### config.mk
export PLATFORM = sky130hd
export DESIGN_NAME = rf_wb_sched
export DESIGN_NICKNAME = d
export VERILOG_FILES = /design/src/rtl/rf_wb_sched_pkg.sv /design/src/rtl/rf_wb_slot.sv /design/src/rtl/rf_wb_sched.sv
export SDC_FILE = /design/constraint.sdc
export NUM_CORES = 1
export LEC_CHECK = 0
export BUFFER_PORTS_ARGS = -buffer_cell sky130_fd_sc_hd__buf_4
export CELL_PAD_IN_SITES_DETAIL_PLACEMENT = 1
export CELL_PAD_IN_SITES_GLOBAL_PLACEMENT = 2
export CORE_ASPECT_RATIO = 0.7
export CORE_UTILIZATION = 29
export DETAILED_ROUTE_END_ITERATION = 10
export PLACE_DENSITY_LB_ADDON = 0.1
export REMOVE_ABC_BUFFERS = 1
export SETUP_SLACK_MARGIN = 0.4
export SLEW_MARGIN = 25
export SYNTH_ARGS = -nofsm -noshare
export SYNTH_HDL_FRONTEND = slang
export SYNTH_SLANG_ARGS = --single-unit
### constraint.sdc
create_clock -name clk -period 1.51 [get_ports clk]
set_input_delay 0.0755 -clock clk [delete_from_list [all_inputs] [get_ports clk]]
set_output_delay 0.0755 -clock clk [all_outputs]
set_load 0.05 [all_outputs]
### src/rtl/rf_wb_sched_pkg.sv
// Shared constants for the register-file writeback scheduler.
package rf_wb_sched_pkg;

  localparam int DEF_DW  = 16;
  localparam int DEF_AW  = 4;
  localparam int REG_CNT = 2 ** DEF_AW;

  // Source indices, also used as round-robin pointer values.
  localparam logic SRC_ALU = 1'b0;
  localparam logic SRC_MEM = 1'b1;

endpackage

### src/rtl/rf_wb_slot.sv
// One-entry holding slot for a writeback source with valid/ready handshake.
module rf_wb_slot
  import rf_wb_sched_pkg::*;
#(
  parameter int DW = DEF_DW,
  parameter int AW = DEF_AW
) (
  input  logic          clk,
  input  logic          rst,
  input  logic          in_valid,
  input  logic [AW-1:0] in_addr,
  input  logic [DW-1:0] in_data,
  input  logic          grant,
  output logic          ready,
  output logic          full,
  output logic [AW-1:0] addr,
  output logic [DW-1:0] data
);

  // A granted slot drains this edge, so it can take a new entry at the same time.
  assign ready = !full || grant;

  // Slot contents: load on handshake, otherwise empty out when granted.
  always_ff @(posedge clk) begin
    if (rst) begin
      full <= 1'b0;
      addr <= {AW{1'b0}};
      data <= {DW{1'b0}};
    end else if (in_valid && ready) begin
      full <= 1'b1;
      addr <= in_addr;
      data <= in_data;
    end else if (grant) begin
      full <= 1'b0;
    end else begin
      full <= full;
    end
  end

endmodule

### src/rtl/rf_wb_sched.sv
// Writeback scheduler: arbitrates ALU and load results onto the single RF
// write port and keeps a pending-write scoreboard for issue hazard checks.
module rf_wb_sched
  import rf_wb_sched_pkg::*;
#(
  parameter int DW = DEF_DW,
  parameter int AW = DEF_AW
) (
  input  logic               clk,
  input  logic               rst,
  input  logic               alu_valid,
  output logic               alu_ready,
  input  logic [AW-1:0]      alu_addr,
  input  logic [DW-1:0]      alu_data,
  input  logic               mem_valid,
  output logic               mem_ready,
  input  logic [AW-1:0]      mem_addr,
  input  logic [DW-1:0]      mem_data,
  input  logic               rsv_en,
  input  logic [AW-1:0]      rsv_addr,
  output logic               rsv_conflict,
  output logic [2**AW-1:0]   busy,
  output logic               rf_wen,
  output logic [AW-1:0]      rf_waddr,
  output logic [DW-1:0]      rf_wdata
);

  localparam int RC = 2 ** AW;

  logic          alu_full, mem_full;
  logic [AW-1:0] alu_slot_addr, mem_slot_addr;
  logic [DW-1:0] alu_slot_data, mem_slot_data;
  logic          grant_alu, grant_mem;
  logic          rr;
  logic [RC-1:0] busy_next;
  logic          rsv_hit;

  rf_wb_slot #(.DW(DW), .AW(AW)) u_alu_slot (
    .clk(clk), .rst(rst),
    .in_valid(alu_valid), .in_addr(alu_addr), .in_data(alu_data),
    .grant(grant_alu), .ready(alu_ready), .full(alu_full),
    .addr(alu_slot_addr), .data(alu_slot_data)
  );

  rf_wb_slot #(.DW(DW), .AW(AW)) u_mem_slot (
    .clk(clk), .rst(rst),
    .in_valid(mem_valid), .in_addr(mem_addr), .in_data(mem_data),
    .grant(grant_mem), .ready(mem_ready), .full(mem_full),
    .addr(mem_slot_addr), .data(mem_slot_data)
  );

  // Arbiter: a lone full slot wins; on contention the RR pointer decides.
  always_comb begin
    grant_alu = 1'b0;
    grant_mem = 1'b0;
    if (alu_full && mem_full) begin
      if (rr == SRC_ALU) begin
        grant_alu = 1'b1;
      end else begin
        grant_mem = 1'b1;
      end
    end else if (alu_full) begin
      grant_alu = 1'b1;
    end else if (mem_full) begin
      grant_mem = 1'b1;
    end else begin
      grant_alu = 1'b0;
      grant_mem = 1'b0;
    end
  end

  // RR pointer moves to the loser only after a contested grant.
  always_ff @(posedge clk) begin
    if (rst) begin
      rr <= SRC_ALU;
    end else if (alu_full && mem_full) begin
      rr <= grant_alu ? SRC_MEM : SRC_ALU;
    end else begin
      rr <= rr;
    end
  end

  // Registered RF write port; register 0 consumes its grant but never writes.
  always_ff @(posedge clk) begin
    if (rst) begin
      rf_wen   <= 1'b0;
      rf_waddr <= {AW{1'b0}};
      rf_wdata <= {DW{1'b0}};
    end else if (grant_alu) begin
      rf_wen   <= (alu_slot_addr != {AW{1'b0}});
      rf_waddr <= alu_slot_addr;
      rf_wdata <= alu_slot_data;
    end else if (grant_mem) begin
      rf_wen   <= (mem_slot_addr != {AW{1'b0}});
      rf_waddr <= mem_slot_addr;
      rf_wdata <= mem_slot_data;
    end else begin
      rf_wen   <= 1'b0;
      rf_waddr <= rf_waddr;
      rf_wdata <= rf_wdata;
    end
  end

  // Scoreboard next state: the write on the port clears, a reservation sets (set wins).
  always_comb begin
    busy_next = busy;
    if (rf_wen) begin
      busy_next[rf_waddr] = 1'b0;
    end else begin
      busy_next = busy;
    end
    if (rsv_en && (rsv_addr != {AW{1'b0}})) begin
      busy_next[rsv_addr] = 1'b1;
    end else begin
      busy_next[0] = 1'b0;
    end
    busy_next[0] = 1'b0;
  end

  // Conflict: reserving a register that is busy and not being written back this edge.
  always_comb begin
    rsv_hit = 1'b0;
    if (rsv_en && (rsv_addr != {AW{1'b0}})) begin
      rsv_hit = busy[rsv_addr] && !(rf_wen && (rf_waddr == rsv_addr));
    end else begin
      rsv_hit = 1'b0;
    end
  end

  // Scoreboard and conflict pulse registers.
  always_ff @(posedge clk) begin
    if (rst) begin
      busy         <= {RC{1'b0}};
      rsv_conflict <= 1'b0;
    end else begin
      busy         <= busy_next;
      rsv_conflict <= rsv_hit;
    end
  end

endmodule

Word-level counts from Yosys, hierarchy flattened --
Index checks and enable logic that the tools add are counted.
Word-level totals: bits in registers 81, input port bits 49, word-level logic and storage cells 68
Cells by class: magnitude comparators 4, equality and inequality tests 1, multiplexer cells 26, bitwise operators 4, reduce and logical (&&, ||, !) cells 20
Operator list (count):
- $mux W16 | 3
- $mux W1 | 17
- $and A16 B16 Y16 | 1
- $not A16 Y16 | 1
- $or A16 B16 Y16 | 1
- $mux W15 | 1
- $reduce_bool A4 Y1 | 3
- $lt A4 B5 Y1 const B | 2
- $demux W1 S4 | 2
- $ge A4 B1 Y1 const B | 2
- $logic_and A1 B1 Y1 | 8
- $mux W4 | 2
- $reduce_bool A2 Y1 | 3
- $bmux W1 S4 | 1
- $eq A4 B4 Y1 | 1
- $logic_not A1 Y1 | 3
- $logic_or A1 B1 Y1 | 2
- $reduce_or A2 Y1 | 1
- $not A1 Y1 | 1

Longest topological paths before layout --
Gate-level depths: netlist (run 1).
depth in word-level cells 9, depth in mapped cells 5, mapped depth without buffers 4

By module --
Synthesis (run 1) repeated with hierarchy kept, for this count alone.
Unflattened totals: cell total of the unflattened synthesis 398, area, all modules 3804.9 µm²
By module, submodules not included:
- rf_wb_slot | times used 2, cells an instance 96, area an instance 985.9 µm²
- rf_wb_sched | times used 1, cells an instance 206, area an instance 1833.0 µm²

Worst setup path before layout (run 1) --
Ideal clock, no wire load.
kind register to register, start point register u_mem_slot.full, end point register u_mem_slot.data[0], setup time 0.132 ns, arrival 1.536 ns, required time 1.378 ns, path slack -0.159 ns, cell stages (with the launch flop) 6, buffers on the path 1, path through dfxtp_1 -> nand3b_1 -> and2_1 -> buf_2 -> nand2_1 -> a21oi_1
Between the ends: cells in the longest elaborated chain, start to end 5, elaborated cells on any way between the ends 7, classes of those cells 3 x mux; 4 x reduce/logical
Ends and longest elaborated chain:
- from (decl) | RTL line rf_wb_slot.sv:15 | output logic full,
- from (signal assigned) | RTL line rf_wb_slot.sv:36 | full <= full;
- $mux W1 | RTL line rf_wb_sched.sv:64 | end else if (mem_full) begin
- $mux W1 | RTL line rf_wb_sched.sv:62 | end else if (alu_full) begin
- $mux W1 | RTL line rf_wb_sched.sv:56 | if (alu_full && mem_full) begin
- $logic_or A1 B1 Y1 (*) | RTL line rf_wb_slot.sv:21 | assign ready = !full || grant;
- net mem_ready | RTL line rf_wb_sched.sv:16 | output logic mem_ready,
- $logic_and A1 B1 Y1 (*) | RTL line rf_wb_slot.sv:29 | end else if (in_valid && ready) begin
- to (signal assigned) | RTL line rf_wb_slot.sv:28 | data <= {DW{1'b0}};
- to (signal assigned) | RTL line rf_wb_slot.sv:32 | data <= in_data;
- to (decl) | RTL line rf_wb_slot.sv:17 | output logic [DW-1:0] data
Mark *: on every way through the listed nets, which the timed path passes. The rest lies on a longest branch. A chain may end at the register's enable or synchronous reset.

Final worst setup path (run 1) --
start point register rr, end point output port mem_ready
Between the ends: cells in the longest elaborated chain, start to end 3
Ends and longest elaborated chain:
- from (decl) | RTL line rf_wb_sched.sv:34 | logic rr;
- from (signal assigned) | RTL line rf_wb_sched.sv:77 | rr <= grant_alu ? SRC_MEM : SRC_ALU;
- from (signal assigned) | RTL line rf_wb_sched.sv:79 | rr <= rr;
- $mux W1 | RTL line rf_wb_sched.sv:57 | if (rr == SRC_ALU) begin
- $mux W1 | RTL line rf_wb_sched.sv:56
- $logic_or A1 B1 Y1 | RTL line rf_wb_slot.sv:21
- to (decl) | RTL line rf_wb_sched.sv:16
No other way between the ends.

==> results of run 1 <==
==> where the power goes <==
| group | internal [uW] | total, uW | switching (uW) | leakage (uW) |
|---|---|---|---|---|
| registers | 2230 | 2330 | 91.0 | 0.000664 |
| logic | 483 | 1100 | 614 | 0.00140 |
| clock network | 1580 | 2470 | 885 | 0.000161 |
==> cell families after synthesis <==
logic type,Yosys count,share of synthesized area [%]
multiplexers,7,3.35
flip-flops,80,49.3
AO/OA/AOI/OAI,84,13.9
AND/OR/NAND/NOR,201,27.6
buffers and inverters,29,4.62
other,1,0.115
XOR/XNOR,4,1.08
==> state kept, by name, summed over array words and instances, names as in the netlist <==
register         flops
u_mem_slot.addr      4
u_alu_slot.data     16
u_alu_slot.addr      4
rsv_conflict         1
u_mem_slot.full      1
rf_wdata            16
u_mem_slot.data     16
rf_wen               1
busy                15
rr                   1
u_alu_slot.full      1
rf_waddr             4
==> worst max-delay path by stage <==
stage / startpoint / cells after the start / slack, ps / to
floorplan: u_mem_slot.full$_SDFFE_PP0P_ / 4 / -250 / u_mem_slot.addr[0]$_SDFFE_PP0P_
finish: rr$_SDFFE_PP0P_ / 3 / 210 / mem_ready
CTS: rr$_SDFFE_PP0P_ / 3 / 220 / mem_ready
detailed placement: u_mem_slot.full$_SDFFE_PP0P_ / 3 / 90 / rf_wdata[1]$_SDFFE_PP0P_
global route: rr$_SDFFE_PP0P_ / 6 / 160 / u_mem_slot.data[3]$_SDFFE_PP0P_
global placement: u_mem_slot.full$_SDFFE_PP0P_ / 3 / 130 / rf_waddr[1]$_SDFFE_PP0P_
==> layer usage <==
metal	GRT usage (%)	routed length [um]	vias to the layer above
li1	-	-	1662
met1	29.0	5970	1647
met2	34.8	5330	59
met3	4.21	364	10
met4	5.78	115	0
met5	0	0	-
==> cells in the final DEF, fill, tap and decap left out, types with 2 or more instances in the layout <==
cell type                       synthesis  final
sky130_fd_sc_hd__nand2b_1               4      4
sky130_fd_sc_hd__a21oi_1               49     49
sky130_fd_sc_hd__dlygate4sd3_1          0     38
sky130_fd_sc_hd__mux4_2                 3      3
sky130_fd_sc_hd__nor4_2                 0      5
sky130_fd_sc_hd__nand3b_1               6      6
sky130_fd_sc_hd__nor4_1                19     14
sky130_fd_sc_hd__nand3_1                6      5
sky130_fd_sc_hd__mux2i_1                3      3
sky130_fd_sc_hd__buf_4                  3    102
sky130_fd_sc_hd__and2_1                 2      2
sky130_fd_sc_hd__nor2b_1               12     12
sky130_fd_sc_hd__buf_6                  0     10
sky130_fd_sc_hd__dfxtp_2                0      8
sky130_fd_sc_hd__clkbuf_8               0      3
sky130_fd_sc_hd__buf_12                 0      6
sky130_fd_sc_hd__inv_1                  2      2
sky130_fd_sc_hd__o21ai_2                1      4
sky130_fd_sc_hd__nor2_1                55     50
sky130_fd_sc_hd__o21ai_0               25      5
sky130_fd_sc_hd__o21ai_1                0     16
sky130_fd_sc_hd__buf_16                 0      3
sky130_fd_sc_hd__dfxtp_1               80     68
sky130_fd_sc_hd__nor2_2                 0      4
sky130_fd_sc_hd__xor2_1                 3      3
sky130_fd_sc_hd__a211oi_1               3      3
sky130_fd_sc_hd__clkinvlp_4             0      2
sky130_fd_sc_hd__clkbuf_16              0      9
sky130_fd_sc_hd__dfxtp_4                0      4
sky130_fd_sc_hd__or2_4                  0      2
sky130_fd_sc_hd__bufinv_16              0      2
sky130_fd_sc_hd__nand2_1               89     87
==> critical path, delay by kind of cell, from the launching register on <==
kind                   cells  cell delay, ps
DFF                        1             360
buffers and inverters      2             300
and+or+nand+nor            1             230
==> metrics by stage <==
step	setup slack, ps	instances
2_1_floorplan	-251	380
3_3_place_gp	129	627
3_5_place_dp	89.7	627
4_1_cts	225	701
5_1_grt	158	704
6_report	207	704
==> area by class of cell <==
class / instances / area (um2) / area share [%]
Clock buffer: 12 / 267 / 5.06
Timing Repair Buffer: 160 / 1480 / 28.0
Sequential cell: 80 / 1630 / 30.9
Multi-Input combinational cell: 297 / 1620 / 30.8
Inverter: 3 / 13.8 / 0.261
Tap cell: 148 / 185 / 3.52
Clock inverter: 4 / 75.1 / 1.43
==> what timing repair did <==
| item | in CTS | in global routing |
|---|---|---|
| cloned | 3 | 0 |
| gates resized for setup | 57 | 23 |
| hold buffers | 38 | 0 |
| pin swaps | 20 | 12 |
| endpoints found under the hold margin | 38 | 0 |
| buffers inserted | 17 | 3 |
| endpoints found under the setup margin | 81 | 78 |
==> impl_summary.md, run 1 <==
Placed design
The final HPWL from detailed placement is 7220 um. The count of buffers inserted at the top-level ports is 87. The final RePlAce weighted congestion is 0.797. In this run the cell area measured after placement is 4100 um2.

Timing
The final number of hold-violating endpoints is 0. Hold is met by 9.20 ps. The clock tree skew after final layout is 6.73 ps. The highest clock rate is 768 MHz. The fraction of the cycle the final worst path needs is 86.3%. The setup violation total in the final timing report is 0. Setup repair after global routing could not meet its margin everywhere. The post-route minimum period is 1300 ps. The count of final max-slew check failures is 0. Setup total negative slack on the finished layout was measured at 0 ps.

Run
The reported max-cap violation count is 0.

Clock tree
The number of clock buffers inserted by TritonCTS is 9. The later-pin clock latency in the skew report is 340 ps. The number of sinks handled by clock tree synthesis is 80. The H-tree depth reported by CTS is 3. The clock-pin transition on the worst setup and hold timing paths is 60 ps. The maximum buffer depth of the clock tree is 2. CTS placed an instance of sky130_fd_sc_hd__clkbuf_16 at the clock tree root. The clock tree from TritonCTS is built.

Worst hold path
The worst min-delay path category is input pin to flop. The endpoint with the worst hold slack is u_mem_slot.addr[3]$_SDFFE_PP0P_. The count of cells along the worst hold path is 3. The startpoint of the most critical hold path is mem_addr[3].

Critical path
The data arrival time at the worst-slack endpoint is 1230 ps. The signal on the critical path passes through nand3b_1 -> buf_6 -> buf_6. The worst setup path is captured at an output pin. The critical path is of the flop to output pin type. The maximum single-stage delay on the critical path is 360 ps. STA puts the critical path data required time at 1430 ps.

Setup slack on the worst reg-to-reg path comes out at 220 ps. The library cell contributing the largest single delay on the critical path is sky130_fd_sc_hd__dfxtp_4. By instance count, the cell type seen most on the critical path is sky130_fd_sc_hd__buf_6. The worst setup path is launched from a flop.

The endpoint identified for the worst register-to-register timing path is u_mem_slot.data[2]$_SDFFE_PP0P_. The number of cells on the worst reg-to-reg path is 6. The maximum net fanout on the critical path is 4.

The launching point of the worst reg2reg path is rr$_SDFFE_PP0P_.

Floorplan
The vertical die dimension is 90.6 um. The core region is 10600 um2. After floorplanning, the core was divided into 31 placement rows.

The starting density of the core is 30.6%. The die span in x is 129 um. The die footprint is 11600 um2. 89 I/O pins were placed.

Final layout
The area growth from synthesis to layout is 62.1%. The number of diodes added for antenna fixing is 0. Once layout is complete, the utilization of the core stands at 49.6%. The fraction of final layout cells sized beyond drive strength 1 is 32.6%. The number of filler cells placed in the layout is 1292. The total non-filler cell area in the finished layout is 5270 um2. In the final design database the tool counted 600 nets.

Synth
The summed instance area of the synthesized netlist is 3250 um2. The most instantiated flip-flop cell in the synthesis netlist is sky130_fd_sc_hd__dfxtp_1. In the synthesized netlist, the number of instances is 406.

The yosys synthesis warning count is 0. Synthesis inferred 80 register bits. The mean instance size in the synthesized netlist is 8.00 um2. The share of the yosys chip area belonging to registers is 49.3%. In the synthesized netlist, the cells that appear most often are sky130_fd_sc_hd__nand2_1, sky130_fd_sc_hd__dfxtp_1, sky130_fd_sc_hd__nor2_1. The largest total area in the synthesized netlist belongs to sky130_fd_sc_hd__dfxtp_1.

The share of Yosys cell area claimed by the top area cell type is 49.3%. The most used standard cell by instance count after synthesis is sky130_fd_sc_hd__nand2_1. Yosys attributes the largest share of cell area to sky130_fd_sc_hd__dfxtp_1, sky130_fd_sc_hd__nand2_1, sky130_fd_sc_hd__a21oi_1. The share of flip-flops with an asynchronous set or reset is 0%. Yosys mapped a number of flops with a built-in enable equal to 0. The number of distinct library cell variants in the gate-level netlist after synthesis is 38.

Global route
The first-pass GRT wire length is 18900 um. The number of global-route vias before repair is 3607. The pin count of the biggest net entering global routing is 29.

The remaining global-route overflow is 0. Global routing consumed, over all layers together, 21.5% of the routing resources. The initial antenna violation count is 0.

Detailed routing
After detailed routing, the number of remaining DRC violations is 0. For this block, the routed nets add up to 11800 um of wire. For this block, the initial DRC count from the detailed router was 109. The remaining antenna violation count is 0. The pre-antenna-repair detailed-routing pass consisted of 4 iterations. The detailed-route vias per instance is 4.80.

The routed wire length per instance is 16.7 um. The total vias in the final route is 3378.

Pwr
The power density of the placed cells is 1120 nW/um2. The leakage power summed over all cells is 0.00222 uW. The overall power of the completed layout is 5890 uW. The worst-case IR drop observed on VDD is 0.000522 V.

Status
The flow ran to the end, and the final reports show no timing, DRC or antenna violations.
Note: power is estimated with default switching activity, not from simulation.
==> inputs of run 2 (changes only) <==
- ABC_AREA: default -> 1
==> run 2 against run 1 <==
  * Wire length up 5.0%
  * Register-to-register slack got worse by 20 ps
  * The flow now finishes with violations (negative hold slack)
  * Clock-buffer cell count increased by 1
  * Total power increased by 0.40%
  * Die area is 4.4% higher
  * Via count up 5.1%
  * Flip-flop and latch count is the same
  * Highest routed layer unchanged
  * Non-clock buffer count fell by 19
  * Sequential share of layout area increased by 0.078 points
  * Sequential power is 3% higher
==> impl_summary.md, run 2 <==
Final layout
The number of diodes added for antenna fixing is 0. The area growth from synthesis to layout is 54.5%. In the final layout, the registers with the most flip-flops are rf_wdata x16, u_alu_slot.data x16, u_mem_slot.data x16. The post-layout instance count excluding filler cells is 752. The most common library cell in the layout ignoring fill and taps is sky130_fd_sc_hd__buf_4. The total non-filler cell area in the finished layout is 5250 um2. After the last flow step, the layout net total stands at 643. Cells with a size suffix above 1 make up 32.2% of the layout. In the layout the commonest cells are sky130_fd_sc_hd__buf_4, sky130_fd_sc_hd__nand2_1, sky130_fd_sc_hd__nor2_1, sky130_fd_sc_hd__dfxtp_1, sky130_fd_sc_hd__o21ai_0.

Global route
Entering global routing, the biggest net connects 59 pins. After global routing the overflow that remains totals 0. The first global-routing pass estimated 19500 um of wire. The number of global-route vias before repair is 3641.

Global routing used 20.9% of the available tracks across all layers. The initial antenna violation count came to 0.

Detailed routing
The routed wire length is 12400 um. Using the TritonRoute via totals, the vias-per-cell ratio works out to 4.72. The total vias in the final route is 3549.

The remaining antenna violation count is 0. After the first detailed-routing iteration, the DRC count stood at 202. The first detailed-routing pass ran for 4 iterations. The residual DRC count is 0. The routed wire length per instance is 16.5 um.

Clock tree
The number of sinks handled by clock tree synthesis is 80. Clock-pin slew was measured on the worst setup and hold paths at 60 ps. The clock tree from TritonCTS is built. The number of clock buffers inserted by TritonCTS is 9.

The cell sitting at the root of the clock tree is a sky130_fd_sc_hd__clkbuf_16. The later-pin clock latency in the skew report is 340 ps. The maximum buffer depth of the clock tree is 2. The H-tree depth reported by CTS is 3.

Floorplan
The number of placement rows is 32. For this design the top-level I/O count stands at 89. The die footprint is 12200 um2. Measured along the y axis, the die boundary spans 92.5 um. The die is 131 um wide. The total area inside the core boundary comes to 11200 um2.

The starting density of the core is 30.3%.

Critical path
The launching point of the worst reg2reg path is u_mem_slot.full$_SDFFE_PP0P_. STA puts the critical path data required time at 1780 ps. The critical path is of the flop to flop type.

The number of cells on the worst reg-to-reg path is 6. The reg2reg setup slack is 200 ps. The library cell contributing the largest single delay on the critical path is sky130_fd_sc_hd__dfxtp_4. STA classifies the critical path startpoint as a flop. On the worst path, the slowest cell contributes a delay of 430 ps. The critical path starts at u_mem_slot.full$_SDFFE_PP0P_. The data arrival time at the worst-slack endpoint is 1580 ps. The signal on the critical path passes through nand3_4 -> buf_12 -> nand2_8 -> buf_6 -> o21ai_0 -> nor2_1. In this run the worst path has a maximum fanout of 7. The critical path capture point type is a flop.

The capture point of the worst reg-to-reg path is u_alu_slot.data[5]$_SDFFE_PP0P_.

Worst hold path
The worst min-delay path category is input pin to flop. The startpoint identified for the worst hold timing path is alu_data[13]. The count of cells along the worst hold path is 3. The endpoint with the worst hold slack is u_alu_slot.data[13]$_SDFFE_PP0P_.

Timing
The count of final max-slew check failures was 0. On the final layout, the worst hold slack is -12.0 ps. The setup violation total in the final timing report is 0. The clock tree skew after final layout is 5.29 ps.

Derived from the worst setup path, the maximum achievable clock frequency is 764 MHz. The post-route minimum period is 1310 ps. The fraction of the cycle the final worst path needs is 86.7%. Setup repair after global routing could not meet its margin everywhere.

The final number of hold-violating endpoints is 1.

Synth
The synthesized design contains 0 enable-type register cells. Of all flip-flops after synthesis, the portion carrying an async set or reset was 0%. The number of distinct library cell variants in the gate-level netlist after synthesis is 30. The number of instances in the synthesized netlist is 462.

Sorting the synthesized cells by area gives the leading types as sky130_fd_sc_hd__dfxtp_1, sky130_fd_sc_hd__o21ai_0, sky130_fd_sc_hd__nor2_1. The cell area that synthesis handed to floorplanning was 3400 um2. After synthesis, the largest area contributor takes up 47.2% of total cell area. For this run, the register share of the synthesized area comes to 47.2%. The largest total area in the synthesized netlist belongs to sky130_fd_sc_hd__dfxtp_1. The most instantiated flip-flop cell in the synthesis netlist is sky130_fd_sc_hd__dfxtp_1.

The synthesized design contains 80 register bits. The most used standard cell by instance count after synthesis is sky130_fd_sc_hd__nor2_1. By count the netlist is led by sky130_fd_sc_hd__nor2_1, sky130_fd_sc_hd__nand2_1, sky130_fd_sc_hd__dfxtp_1. The mean instance size in the synthesized netlist is 7.35 um2. During synthesis, Yosys emitted a total of 0 warnings.

Pwr
Power spread over the standard cell area amounts to 1130 nW/um2. The leakage power summed over all cells is 0.00230 uW. VDD sags by at most 0.000581 V.

Status
The checks that failed: negative hold slack. The run finished, with violations left.

Placed design
The final HPWL from detailed placement is 8110 um. The congestion estimate from routability-driven global placement came to 0.824. Including well taps, the total number of placed cells is 687.

The count of buffers inserted at the top-level ports is 87. Once placement finished, the instance area stood at 4170 um2.

Run
Max-cap violations in this run came to 0.
## run 2: cell count changes after synthesis, moves of 4 or more
| cell | before | now |
|---|---|---|
| sky130_fd_sc_hd__o21ai_0 | 25 | 69 |
| sky130_fd_sc_hd__buf_2 | 15 | 6 |
| sky130_fd_sc_hd__a21oi_1 | 49 | 22 |
| sky130_fd_sc_hd__a31oi_1 | 0 | 7 |
| sky130_fd_sc_hd__buf_6 | 0 | 4 |
| sky130_fd_sc_hd__nand2b_1 | 4 | 0 |
| sky130_fd_sc_hd__inv_1 | 2 | 25 |
| sky130_fd_sc_hd__nor2_1 | 55 | 91 |
| sky130_fd_sc_hd__nor2b_1 | 12 | 0 |
| sky130_fd_sc_hd__nand2_2 | 1 | 6 |
| sky130_fd_sc_hd__nor4_1 | 19 | 0 |
| sky130_fd_sc_hd__nand3_1 | 6 | 20 |
| sky130_fd_sc_hd__o22ai_1 | 1 | 8 |
| sky130_fd_sc_hd__nand3b_1 | 6 | 0 |
## run 2: power breakdown
group	leakage, uW	internal (uW)	switching (uW)	total (uW)
clock network	0.000150	1370	854	2220
logic	0.00149	522	774	1300
registers	0.000664	2270	129	2400
## run 2: worst max path at each step
stage	end	slack (ps)
floorplan	u_mem_slot.addr[0]$_SDFFE_PP0P_	-150
global placement	u_mem_slot.addr[1]$_SDFFE_PP0P_	20
detailed placement	u_mem_slot.data[7]$_SDFFE_PP0P_	-110
CTS	mem_ready	220
global route	u_alu_slot.data[5]$_SDFFE_PP0P_	130
finish	u_alu_slot.data[5]$_SDFFE_PP0P_	200
## run 2: cell type report
cell class,instances,area [um2]
multi-input cells,334,1740
repair buffers,141,1260
fillers,1398,5960
well taps,153,191
flip-flops and latches,80,1620
clock buffers,13,260
clock inverters,3,40.0
inverters,28,129
## run 2: routing by layer
layer  track usage (%)  vias to the layer above  routed length, um  part of all wire (%)
met5                 0                        -                  0                     0
met4              4.94                        0                 99                  0.80
met3              5.15                        8                629                   5.1
met2              31.3                       78               5270                    43
met1              29.8                     1686               6380                    52
li1                  -                     1777                  -                     -
## run 2: kinds of logic after synthesis
group,count (synthesis),synth area share [%]
compound gates,114,18.3
other cells,1,0.110
flops,80,47.2
xor+xnor,1,0.258
buf+inv,50,7.37
simple gates,216,26.8
## run 2: through the flow
stage	setup TNS (ps)	util, %	power [uW]	hold slack [ps]	worst slack (ps)
floorplan	-3100	-	3000	145	-155
CTS	0	44.8	5860	0.987	219
global placement	0	37.2	3420	316	19.0
finish	0	46.8	5920	-12.0	201
detailed placement	-1580	37.2	3440	329	-109
global route	0	46.8	6150	9.70	127
## run 2: worst max-delay path: cells and delay by family, from the launching register on
kind	cells	cell delay, ps
buffers and inverters	2	330
AO/OA/AOI/OAI	1	100
flip-flops	1	430
AND/OR/NAND/NOR	3	380
## run 2: what timing repair did
item / CTS / global route
hold buffers: 24 / 0
buffers inserted: 13 / 9
endpoints found under the hold margin: 24 / 0
cloned: 2 / 1
pin swaps: 8 / 19
gates resized for setup: 41 / 53
endpoints found under the setup margin: 78 / 79
